[src/rtl/hist_eq_pkg.sv]
// Shared types for the histogram-equalisation datapath: sequencer states and CDF width helper.
// No logic, no latency, no flow control.
package hist_eq_pkg;

  typedef enum logic [2:0] {
    ST_IDLE,
    ST_INPUT,
    ST_CDF,
    ST_CALC,
    ST_OUTPUT,
    ST_DONE,
    ST_ERR
  } hist_eq_state_t;

  // CDF values must hold PIXEL_COUNT itself, hence the extra bit.
  function automatic int cdfWidth(input int pixelCount);
    return $clog2(pixelCount) + 1;
  endfunction

  localparam int DEFAULT_PIXEL_COUNT = 65536;
  localparam int DEFAULT_CDF_W       = cdfWidth(DEFAULT_PIXEL_COUNT);

endpackage

[src/rtl/hist_eq_watchdog.sv]
// Per-stage cycle counter; expired is combinational in the cycle the count would reach all-ones.
// No flow control: clear marks the first cycle of a stage, tick is high for every cycle in a stage.
module hist_eq_watchdog #(
  parameter int TIMEOUT_W = 20
) (
  input  logic clock,
  input  logic reset_n,
  input  logic clear,
  input  logic tick,
  output logic expired
);

  logic [TIMEOUT_W-1:0] count;
  logic [TIMEOUT_W-1:0] countEff;
  logic [TIMEOUT_W-1:0] countNext;

  // The first stage cycle counts from zero regardless of what the previous stage left behind.
  always_comb begin
    countEff  = clear ? '0 : count;
    countNext = countEff + TIMEOUT_W'(1);
  end

  assign expired = tick && (countNext == '1);

  always_ff @(posedge clock or negedge reset_n) begin
    if (!reset_n) begin
      count <= '0;
    end else if (tick) begin
      count <= countNext;
    end
  end

endmodule

[src/rtl/hist_eq_sequencer.sv]
// Frame sequencer: input -> CDF -> output stages via start/done pulses; output_start 2 cycles after cdf_done.
// No backpressure; done pulses outside their state are dropped. Option: HIST_EQ_SEQ_WATCHDOG_EN (stage timeout).
module hist_eq_sequencer
  import hist_eq_pkg::*;
#(
  parameter int PIXEL_COUNT = DEFAULT_PIXEL_COUNT,
  parameter int CDF_W       = DEFAULT_CDF_W,
  parameter int FRAME_CNT_W = 8,
  parameter int TIMEOUT_W   = 20
) (
  input  logic                   clock,
  input  logic                   reset_n,
  input  logic                   start,
  output logic                   input_start,
  input  logic                   input_done,
  output logic                   cdf_start,
  input  logic                   cdf_done,
  input  logic [CDF_W-1:0]       cdf_min,
  output logic                   output_start,
  input  logic                   output_done,
  output logic [CDF_W-1:0]       cdf_min_out,
  output logic [CDF_W-1:0]       divisor,
  output logic                   flat,
  output logic                   busy,
  output logic                   done,
  output logic                   error,
  output logic [FRAME_CNT_W-1:0] frame_count
);

  localparam logic [CDF_W-1:0] PIX_CNT = CDF_W'(PIXEL_COUNT);

  hist_eq_state_t state;

  logic inputDoneQ, cdfDoneQ, outputDoneQ;
  logic inputDoneEv, cdfDoneEv, outputDoneEv;
  logic stageTimeout;

  // Only a fresh assertion counts, so a done held high is one event and cannot leak into the next stage.
  assign inputDoneEv  = input_done  && !inputDoneQ;
  assign cdfDoneEv    = cdf_done    && !cdfDoneQ;
  assign outputDoneEv = output_done && !outputDoneQ;

`ifdef HIST_EQ_SEQ_WATCHDOG_EN
  logic inStage;
  assign inStage = (state == ST_INPUT) || (state == ST_CDF) || (state == ST_OUTPUT);

  hist_eq_watchdog #(
    .TIMEOUT_W(TIMEOUT_W)
  ) uWatchdog (
    .clock   (clock),
    .reset_n (reset_n),
    .clear   (input_start | cdf_start | output_start),
    .tick    (inStage),
    .expired (stageTimeout)
  );
`else
  // Without the watchdog each stage waits indefinitely; ERR is unreachable.
  assign stageTimeout = 1'b0;
`endif

  always_ff @(posedge clock or negedge reset_n) begin
    if (!reset_n) begin
      state        <= ST_IDLE;
      input_start  <= 1'b0;
      cdf_start    <= 1'b0;
      output_start <= 1'b0;
      cdf_min_out  <= '0;
      divisor      <= '0;
      flat         <= 1'b0;
      busy         <= 1'b0;
      done         <= 1'b0;
      error        <= 1'b0;
      frame_count  <= '0;
      inputDoneQ   <= 1'b0;
      cdfDoneQ     <= 1'b0;
      outputDoneQ  <= 1'b0;
    end else begin
      input_start  <= 1'b0;
      cdf_start    <= 1'b0;
      output_start <= 1'b0;
      done         <= 1'b0;
      inputDoneQ   <= input_done;
      cdfDoneQ     <= cdf_done;
      outputDoneQ  <= output_done;

      case (state)
        ST_IDLE: begin
          if (start) begin
            state       <= ST_INPUT;
            input_start <= 1'b1;
            busy        <= 1'b1;
            error       <= 1'b0;
          end
        end
        ST_INPUT: begin
          if (inputDoneEv) begin
            state     <= ST_CDF;
            cdf_start <= 1'b1;
          end else if (stageTimeout) begin
            state <= ST_ERR;
            error <= 1'b1;
            busy  <= 1'b0;
          end
        end
        ST_CDF: begin
          if (cdfDoneEv) begin
            state       <= ST_CALC;
            cdf_min_out <= cdf_min;
          end else if (stageTimeout) begin
            state <= ST_ERR;
            error <= 1'b1;
            busy  <= 1'b0;
          end
        end
        ST_CALC: begin
          // A degenerate frame would give a zero or wrapped divisor; force 1 so the divider stays sane.
          if (cdf_min_out >= PIX_CNT) begin
            divisor <= CDF_W'(1);
            flat    <= 1'b1;
          end else begin
            divisor <= PIX_CNT - cdf_min_out;
            flat    <= 1'b0;
          end
          state        <= ST_OUTPUT;
          output_start <= 1'b1;
        end
        ST_OUTPUT: begin
          if (outputDoneEv) begin
            state       <= ST_DONE;
            done        <= 1'b1;
            frame_count <= frame_count + FRAME_CNT_W'(1);
          end else if (stageTimeout) begin
            state <= ST_ERR;
            error <= 1'b1;
            busy  <= 1'b0;
          end
        end
        ST_DONE: begin
          state <= ST_IDLE;
          busy  <= 1'b0;
        end
        ST_ERR: begin
          state <= ST_IDLE;
        end
        default: begin
          state <= ST_IDLE;
          busy  <= 1'b0;
        end
      endcase
    end
  end

endmodule

[config.mk]
export PLATFORM = sky130hd
export DESIGN_NAME = hist_eq_sequencer
export DESIGN_NICKNAME = d
export VERILOG_FILES = /design/src/rtl/hist_eq_pkg.sv /design/src/rtl/hist_eq_watchdog.sv /design/src/rtl/hist_eq_sequencer.sv
export SDC_FILE = /design/constraint.sdc
export NUM_CORES = 1
export LEC_CHECK = 0
export CORE_AREA = 3 3 76 78
export DETAILED_ROUTE_END_ITERATION = 12
export DIE_AREA = 0 0 79 81
export PLACE_DENSITY = 0.74
export SLEW_MARGIN = 25
export SYNTH_ARGS = -nofsm -noshare
export SYNTH_HDL_FRONTEND = slang
export SYNTH_SLANG_ARGS = --single-unit
[constraint.sdc]
create_clock -name clock -period 2.8 [get_ports clock]
set_input_delay 0.7 -clock clock [delete_from_list [all_inputs] [get_ports clock]]
set_output_delay 0.7 -clock clock [all_outputs]
set_load 0.05 [all_outputs]
Yosys cells after proc, flatten, opt, wreduce, memory -nomap -nowiden
Index checks and enable logic that the tools add are counted.
{"block": "classes", "add_sub_neg": 2, "mul": 0, "div_mod_pow": 0, "n_lt_le_gt_ge": 1, "eq_ne": 9, "shift": 0, "mux": 16, "bitwise": 1, "n_reduce_logical": 12}
{"cell": "$ge 17x17->1 const B", "n": 1}
{"cell": "$mux 17", "n": 1}
{"cell": "$sub 17x17->17 const A", "n": 1}
{"cell": "$pmux 3 s5", "n": 1}
{"cell": "$mux 3", "n": 4}
{"cell": "$mux 1", "n": 9}
{"cell": "$add 8x1->8 const B", "n": 1}
{"cell": "$ne 2x2->1 const B", "n": 4}
{"cell": "$eq 3x2->1 const B", "n": 2}
{"cell": "$eq 3x3->1 const B", "n": 2}
{"cell": "$reduce_and 2->1", "n": 3}
{"cell": "$reduce_or 5->1", "n": 1}
{"cell": "$reduce_and 4->1", "n": 1}
{"cell": "$eq 3x1->1 const B", "n": 1}
{"cell": "$logic_and 1x1->1", "n": 3}
{"cell": "$logic_not 1->1", "n": 3}
{"cell": "$logic_not 3->1", "n": 1}
{"cell": "$pmux 1 s2", "n": 1}
{"cell": "$not 1->1", "n": 1}
{"block": "totals", "register_bits": 54, "latch_bits": 0, "mem_bits_rw": 0, "mem_bits_ro": 0, "n_memories": 0}

Longest topological paths before layout
Gate-level depths: netlist of run 1.
{"block": "logic_depth", "word_depth": 4, "mapped_depth": 10, "depth_no_buf": 9}

Worst setup path after synthesis of run 1
OpenSTA, ideal clock, no wires.
{"block": "synth_path", "kind": "reg2reg", "from": "register cdf_min_out[0]", "to": "register divisor[0]", "arrival_time_ns": 2.498, "t_required_ns": 2.676, "setup_slack_ns": 0.178, "path_stages_with_launch": 11, "cell_sequence": "dfrtp_1 -> inv_1 -> ha_1 -> nor3b_2 -> nand3_1 -> nor2_1 -> ha_1 -> or3_2 -> o41ai_4 -> buf_6 -> a21oi_1"}
{"block": "synth_via", "elab_chain_len": 2, "elab_cells_between_ends": 3, "classes_between": "1 x add/sub; 1 x order compare; 1 x mux"}
{"item": "from (decl)", "line_no": "hist_eq_sequencer.sv:21", "source": "output logic [CDF_W-1:0] cdf_min_out,"}
{"item": "from (signal assigned)", "line_no": "hist_eq_sequencer.sv:108", "source": "cdf_min_out <= cdf_min;"}
{"item": "$sub 17x17->17 or $ge 17x17->1 (tied branches)", "line_no": "hist_eq_sequencer.sv:121, hist_eq_sequencer.sv:117"}
{"item": "$mux 17 (*)", "line_no": "hist_eq_sequencer.sv:117", "source": "if (cdf_min_out >= PIX_CNT) begin"}
{"item": "to (signal assigned)", "line_no": "hist_eq_sequencer.sv:121", "source": "divisor <= PIX_CNT - cdf_min_out;"}
{"item": "to (decl)", "line_no": "hist_eq_sequencer.sv:22", "source": "output logic [CDF_W-1:0] divisor,"}
Every way passes the cells marked *; elsewhere a longest branch is shown, timed or not.
A chain may end at the register's enable or synchronous reset.

Worst setup path after layout of run 1
{"block": "layout_path", "from": "register cdf_min_out[1]", "to": "register divisor[6]"}
The elaborated chain is that of the path after synthesis.

==> reports/results.ini, run 1 <==
[clocking]
cts-root-buf=clkbuf_8
postCtsSetupBuffers=0
cts_tree=done
clockBufferDepth=2
htreeDepth=2
cts_resized=0
ctsHoldBuffers=0
cts.sinks=54
cts.reportedPaths.clkPinSlew_ns=0.09
clk_latency_ns=0.30
cts_made_buffers=5

[pwr]
combPwrFrac=0.576
power_leakage_uw=0.00141
powerDensity_nw_per_um2=1320
p_int_uw=2210
p_switching_uw=2100
p_sw_frac=0.487
seqPwrFrac=0.330
irDropWorstVdd_v=0.000722
pwr-share-clk=0.094

[yosys]
synth_edf_count=0
ys_ff_latch=54
netlist_area_sq_um=2410
syn-mean-instance-area_sq_um=13.1
seq_area_frac_synth=0.561
synth.largest_area_cell=dfrtp_1
yosysUniqueCellTypes=42
yosysTopAreaCellShare=0.561
yosys-top-cells-area=dfrtp_1, mux2_2, a22o_2
synthArstFlopShare=1.00
netlist_instances=184
ys_dominant_reg_cell=dfrtp_1
syn-num-nets=210
ys_warn_count=0

[hold_path]
hold_start=frame_count[7]$_DFFE_PN0P_
min_path_cells=1
hold_path_class=register to register
hold_end=frame_count[7]$_DFFE_PN0P_

[final_layout]
synthToLayoutAreaGrowth_pct=35.2
layout.cells.most_common=clkdlybuf4s50_1
nFillCells=434
layout_common_cells=clkdlybuf4s50_1, dfrtp_1, mux2_2
nets=285
antenna_cells=0
drive_above_1_share=0.193

[sta]
fin_tns_setup_ns=0
drv_slew=0
max_freq_mhz=398
worst_slew_pin_slew_ns=0.935
worst_slew_margin_rel=0.375
finalSetupViolCount=0
hold_slack_ns=0.483
fin_crit_sh=0.898
fin_skew_ns=0.00659
fin_crit_ns=2.51
grt_setup_unrepaired=false
hold_viol_final=0

[worst_setup_path]
endpoint_kind=register
required_ns=3.04
r2r_start=cdf_min_out[1]$_DFFE_PN0P_
critPathKind=register to register
critPathMaxFanout=17
worst_r2r_endpoint=divisor[6]$_DFFE_PN0P_
worstRegToRegCells=8
cp-startpoint=cdf_min_out[1]$_DFFE_PN0P_
cp_data_arrival_time_ns=2.75
reg2reg_slack_ns=0.29
critPathLaunchType=register

[placed_design]
dp_hpwl_mm=3.60
portBuffers=70
gp_congestion=0.768

[routing]
drt_iter0_drc=88
drt_pre_antenna_iters=4
wl_per_cell_microns=15.1
drc=0
via_per_inst=5.17
ant_nets=0
num_vias=1700
routed_wl_mm=4.98

[floorplanning]
core_area_sq_um=5140
ios=72
die_width_microns=79
rows=26
die_area_sq_um=6400
initial_core_util=0.468
die_h_microns=81

[run_status]
outcome=finished, final reports clean

[grt]
grt_pass1_wl_mm=8.22
antenna_found_initial=0
grt_usage=0.165
gr-total-overflow=0
grt_pass1_vias=1668
grt_start_max_net_pins=55

[flow_run]
max_cap_violations=0

==> final cells by class <==
class                           instances  area (sq um)  area share
Inverter                                4          15.0     0.00461
Multi-Input combinational cell        119           990       0.304
Timing Repair Buffer                   75           733       0.225
Tap cell                               70          87.6      0.0269
Sequential cell                        54          1350       0.415
Clock buffer                            5          68.8      0.0211
Clock inverter                          2          10.0     0.00307
==> stage by stage <==
step | power [uW] | setup WS [ns] | util | instance area (sq um) | instances
finish | 4310 | 0.287 | 0.633 | 3260 | 329
global route | 4560 | 0.0855 | 0.633 | 3260 | 329
CTS | 4350 | 0.266 | 0.633 | 3260 | 329
detailed placement | 3930 | 0.286 | 0.618 | 3180 | 322
global placement | 3900 | 0.333 | 0.618 | 3180 | 322
floorplan | 3110 | 0.178 | - | 2410 | 184
==> flip-flops by register name, summed over array words and instances, names as in the netlist, 3 cells and up <==
register	flops
cdf_min_out	17
frame_count	8
state	3
divisor	17
==> Yosys cell counts (all sizes together), types with 4 or more instances <==
| library cell | count |
|---|---|
| a22o | 12 |
| buf | 6 |
| dfrtp | 54 |
| inv | 4 |
| mux2 | 18 |
| nand2 | 8 |
| nand3 | 6 |
| nand3b | 4 |
| nand4 | 5 |
| nor2 | 12 |
| nor3 | 4 |
| xnor2 | 9 |
| xor2 | 9 |
==> worst max-delay path by stage <==
| stage | end | slack [ns] |
|---|---|---|
| after floorplan | divisor[0]$_DFFE_PN0P_ | 0.18 |
| after global placement | cdf_min_out[8]$_DFFE_PN0P_ | 0.33 |
| after detailed placement | divisor[6]$_DFFE_PN0P_ | 0.29 |
| after CTS | divisor[6]$_DFFE_PN0P_ | 0.27 |
| after global routing | divisor[6]$_DFFE_PN0P_ | 0.09 |
| final | divisor[6]$_DFFE_PN0P_ | 0.29 |
==> routing by layer <==
layer,routed length [microns],up-vias,global-route usage,share of wire
met3,237,4,0.0455,0.048
li1,-,809,-,-
met1,2240,843,0.221,0.45
met4,66,0,0.0515,0.013
met2,2440,44,0.263,0.49
met5,0,-,0,0
==> power groups by stage <==
stage                     registers (uW)  logic, uW  clock network (uW)
after floorplan                     2320        786                   0
after global placement              1430       2470                   0
after detailed placement            1430       2500                   0
after CTS                           1420       2510                 418
after global routing                1470       2640                 449
final                               1420       2490                 405
==> kinds of logic (layout without fill, tap and decap cells) <==
| group | Yosys count | count (layout) | synth area share |
|---|---|---|---|
| mux | 19 | 19 | 0.0884 |
| flops | 54 | 54 | 0.561 |
| xor+xnor | 18 | 18 | 0.0655 |
| other cells | 1 | 1 | 0.00156 |
| buf+inv | 11 | 86 | 0.0275 |
| compound gates | 23 | 23 | 0.0920 |
| fa+ha+maj | 3 | 3 | 0.0156 |
| simple gates | 55 | 55 | 0.148 |
==> critical path: stages, from the launching register on <==
cell and delay, ns:
dfrtp_1 0.47, inv_1 0.07, ha_1 0.20, nor3b_2 0.16, nand3_1 0.11, nor2_1 0.06
ha_1 0.21, o41ai_4 0.89, a32o_1 0.29
Note: power is estimated with default switching activity, not from simulation.
==> run 2, diff against run 1 <==
--- a/config.mk
+++ b/config.mk
@@ -6,6 +6,7 @@
 export NUM_CORES = 1
 export LEC_CHECK = 0
 export CORE_AREA = 3 3 76 78
+export CTS_CLUSTER_DIAMETER = 40
 export DETAILED_ROUTE_END_ITERATION = 12
 export DIE_AREA = 0 0 79 81
 export PLACE_DENSITY = 0.74
==> results of run 2 <==
Same layout as run 1: the final DEF is identical, and so are final timing and power.
==> run 3, diff against run 2 <==
--- a/config.mk
+++ b/config.mk
@@ -10,6 +10,7 @@
 export DETAILED_ROUTE_END_ITERATION = 12
 export DIE_AREA = 0 0 79 81
 export PLACE_DENSITY = 0.74
+export SETUP_SLACK_MARGIN = 0.5
 export SLEW_MARGIN = 25
 export SYNTH_ARGS = -nofsm -noshare
 export SYNTH_HDL_FRONTEND = slang
==> run 3 against run 2 <==
Against the previous run: utilization rose by 1.7 points; critical endpoint is now cdf_min_out[16]; global-route usage fell by 0.28 points; die area did not move; count of clock-buffer cells in the layout rose by 2; flip-flop and latch count did not move; cell area rose by 2.7%; sequential power barely moved; combinational power barely moved; total power rose by 2.6%.
==> reports/results.ini, run 3 (synthesis results as in run 1) <==
[run_status]
outcome=finished, final reports clean

[clocking]
cts.sinks=54  ; unchanged
cts-root-buf=clkbuf_8
clk_latency_ns=0.31  ; about the same
cts_tree=done
htreeDepth=2  ; unchanged
ctsHoldBuffers=0  ; unchanged
cts_made_buffers=5  ; unchanged
cts.reportedPaths.clkPinSlew_ns=0.09  ; about the same
clockBufferDepth=2  ; unchanged

[sta]
hold_viol_final=0  ; unchanged
fin_tns_setup_ns=0  ; unchanged
fin_crit_sh=0.802  ; -0.0957
drv_slew=0  ; unchanged
max_freq_mhz=445  ; +12%
hold_slack_ns=0.474  ; -0.00956 ns
finalSetupViolCount=0  ; unchanged
worst_slew_margin_rel=0.515  ; +0.141
grt_setup_unrepaired=false
fin_crit_ns=2.25  ; -0.268 ns
worst_slew_pin_slew_ns=0.727  ; -0.208 ns
fin_skew_ns=0.0104  ; +0.00384 ns

[routing]
routed_wl_mm=4.96  ; -0.40%
wl_per_cell_microns=14.8  ; -1.9%
ant_nets=0  ; unchanged
drc=0  ; unchanged
drt_pre_antenna_iters=4  ; unchanged
via_per_inst=5.13  ; -0.69%
num_vias=1714  ; +0.82%
drt_iter0_drc=96  ; +9.1%

[final_layout]
nets=289  ; +1.4%
largestRegisters=cdf_min_out: 17 flops, divisor: 17 flops, frame_count: 8 flops
synthToLayoutAreaGrowth_pct=38.9
finish.utilization=0.650  ; +0.0170
multi_input_area_sq_um=1000  ; +1.3%
nFillCells=444  ; +2.3%
antenna_cells=0  ; unchanged
layout.cells.most_common=dfrtp_1
instances_no_fill=334  ; +1.5%
drive_above_1_share=0.216  ; +0.0229
layout_common_cells=dfrtp_1, clkdlybuf4s50_1, mux2_2
fin_area_sq_um=3340  ; +2.7%
final-seq-area_sq_um=1350  ; +0.19%

[worst_setup_path]
max_stage_delay_ns=0.84  ; -0.05 ns
critPathLaunchType=register
crit_family=buffers and inverters
r2r_start=cdf_min_out[1]$_DFFE_PN0P_
required_ns=2.10  ; -0.94 ns
critPathKind=register to output pin
endpoint_kind=output pin
cp-startpoint=cdf_min_out[16]$_DFFE_PN0P_
cp_data_arrival_time_ns=1.55  ; -1.20 ns
crit_path_cell_trace=clkdlybuf4s50_1
critPathMaxFanout=4  ; -13
cp_num_buf_inv=1  ; unchanged
critPathSlowestCell=clkdlybuf4s50_1

[floorplanning]
die_width_microns=79  ; unchanged
die_area_sq_um=6400  ; unchanged
initial_core_util=0.468  ; unchanged
core_area_sq_um=5140  ; unchanged
die_h_microns=81  ; unchanged
ios=72  ; unchanged
rows=26  ; unchanged

[placed_design]
dp_hpwl_mm=3.51  ; -2.5%
post_dp_cell_area_sq_um=3170  ; about the same
portBuffers=70  ; unchanged
gp_congestion=0.797  ; +3.7%
placedCellCount=320  ; -0.62%

[flow_run]
max_cap_violations=0  ; unchanged

[pwr]
powerDensity_nw_per_um2=1320  ; -0.12%
irDropWorstVdd_v=0.000576  ; -20%
power_leakage_uw=0.00157  ; +11%

[grt]
grt_pass1_vias=1697  ; +1.7%
gr-total-overflow=0  ; unchanged
grt_start_max_net_pins=55  ; unchanged
grt_pass1_wl_mm=8.24  ; +0.17%
grt_usage=0.163  ; -0.00279
antenna_found_initial=0  ; unchanged

[hold_path]
hold_start=frame_count[7]$_DFFE_PN0P_
hold_path_class=register to register

-- run 3: through the flow --
step / setup slack, ns / total power [uW]
final: 0.555 / 4420
after global routing: 0.501 / 4670
after global placement: 0.371 / 3880
after detailed placement: 0.342 / 3920
after CTS: 0.506 / 4410
after floorplan: 0.528 / 3130
-- run 3: routing by layer --
layer	vias up	GRT usage	share of wire
li1	821	-	-
met1	825	0.214	0.44
met2	62	0.266	0.48
met3	6	0.0443	0.072
met4	0	0.0447	0.0083
met5	-	0	0
-- run 3: worst paths after layout --
check | endpoint | slack, ns | cells past startpoint
worst max-delay path | cdf_min_out[16] | 0.55 | 1
min in group asynchronous | divisor[7]$_DFFE_PN0P_ | 0.51 | 2
worst min-delay path | frame_count[7]$_DFFE_PN0P_ | 0.47 | 1
max in group asynchronous | cdf_min_out[0]$_DFFE_PN0P_ | 1.83 | 2
worst max register to register | divisor[3]$_DFFE_PN0P_ | 0.63 | 10
worst min register to register | frame_count[7]$_DFFE_PN0P_ | 0.47 | 1
-- run 3: layout make-up --
cell class,count,share of cell area
multi-input combinational,119,0.300
timing repair buffer,79,0.233
clock inverter,1,0.00898
tap,70,0.0262
inverter,4,0.00449
sequential,54,0.405
clock buffer,7,0.0228
-- run 3: power by group --
group / internal (uW) / switching, uW / total [uW]
Combinational: 965 / 1510 / 2480
Sequential: 1080 / 355 / 1430
Clock: 268 / 244 / 512
Total: 2310 / 2110 / 4420
-- run 3: what timing repair did --
item                                    CTS  global route
cloned                                    0             0
buffers inserted                          2             4
pin swaps                                 1             1
endpoints found under the setup margin   29            14
resized for setup                        12             8
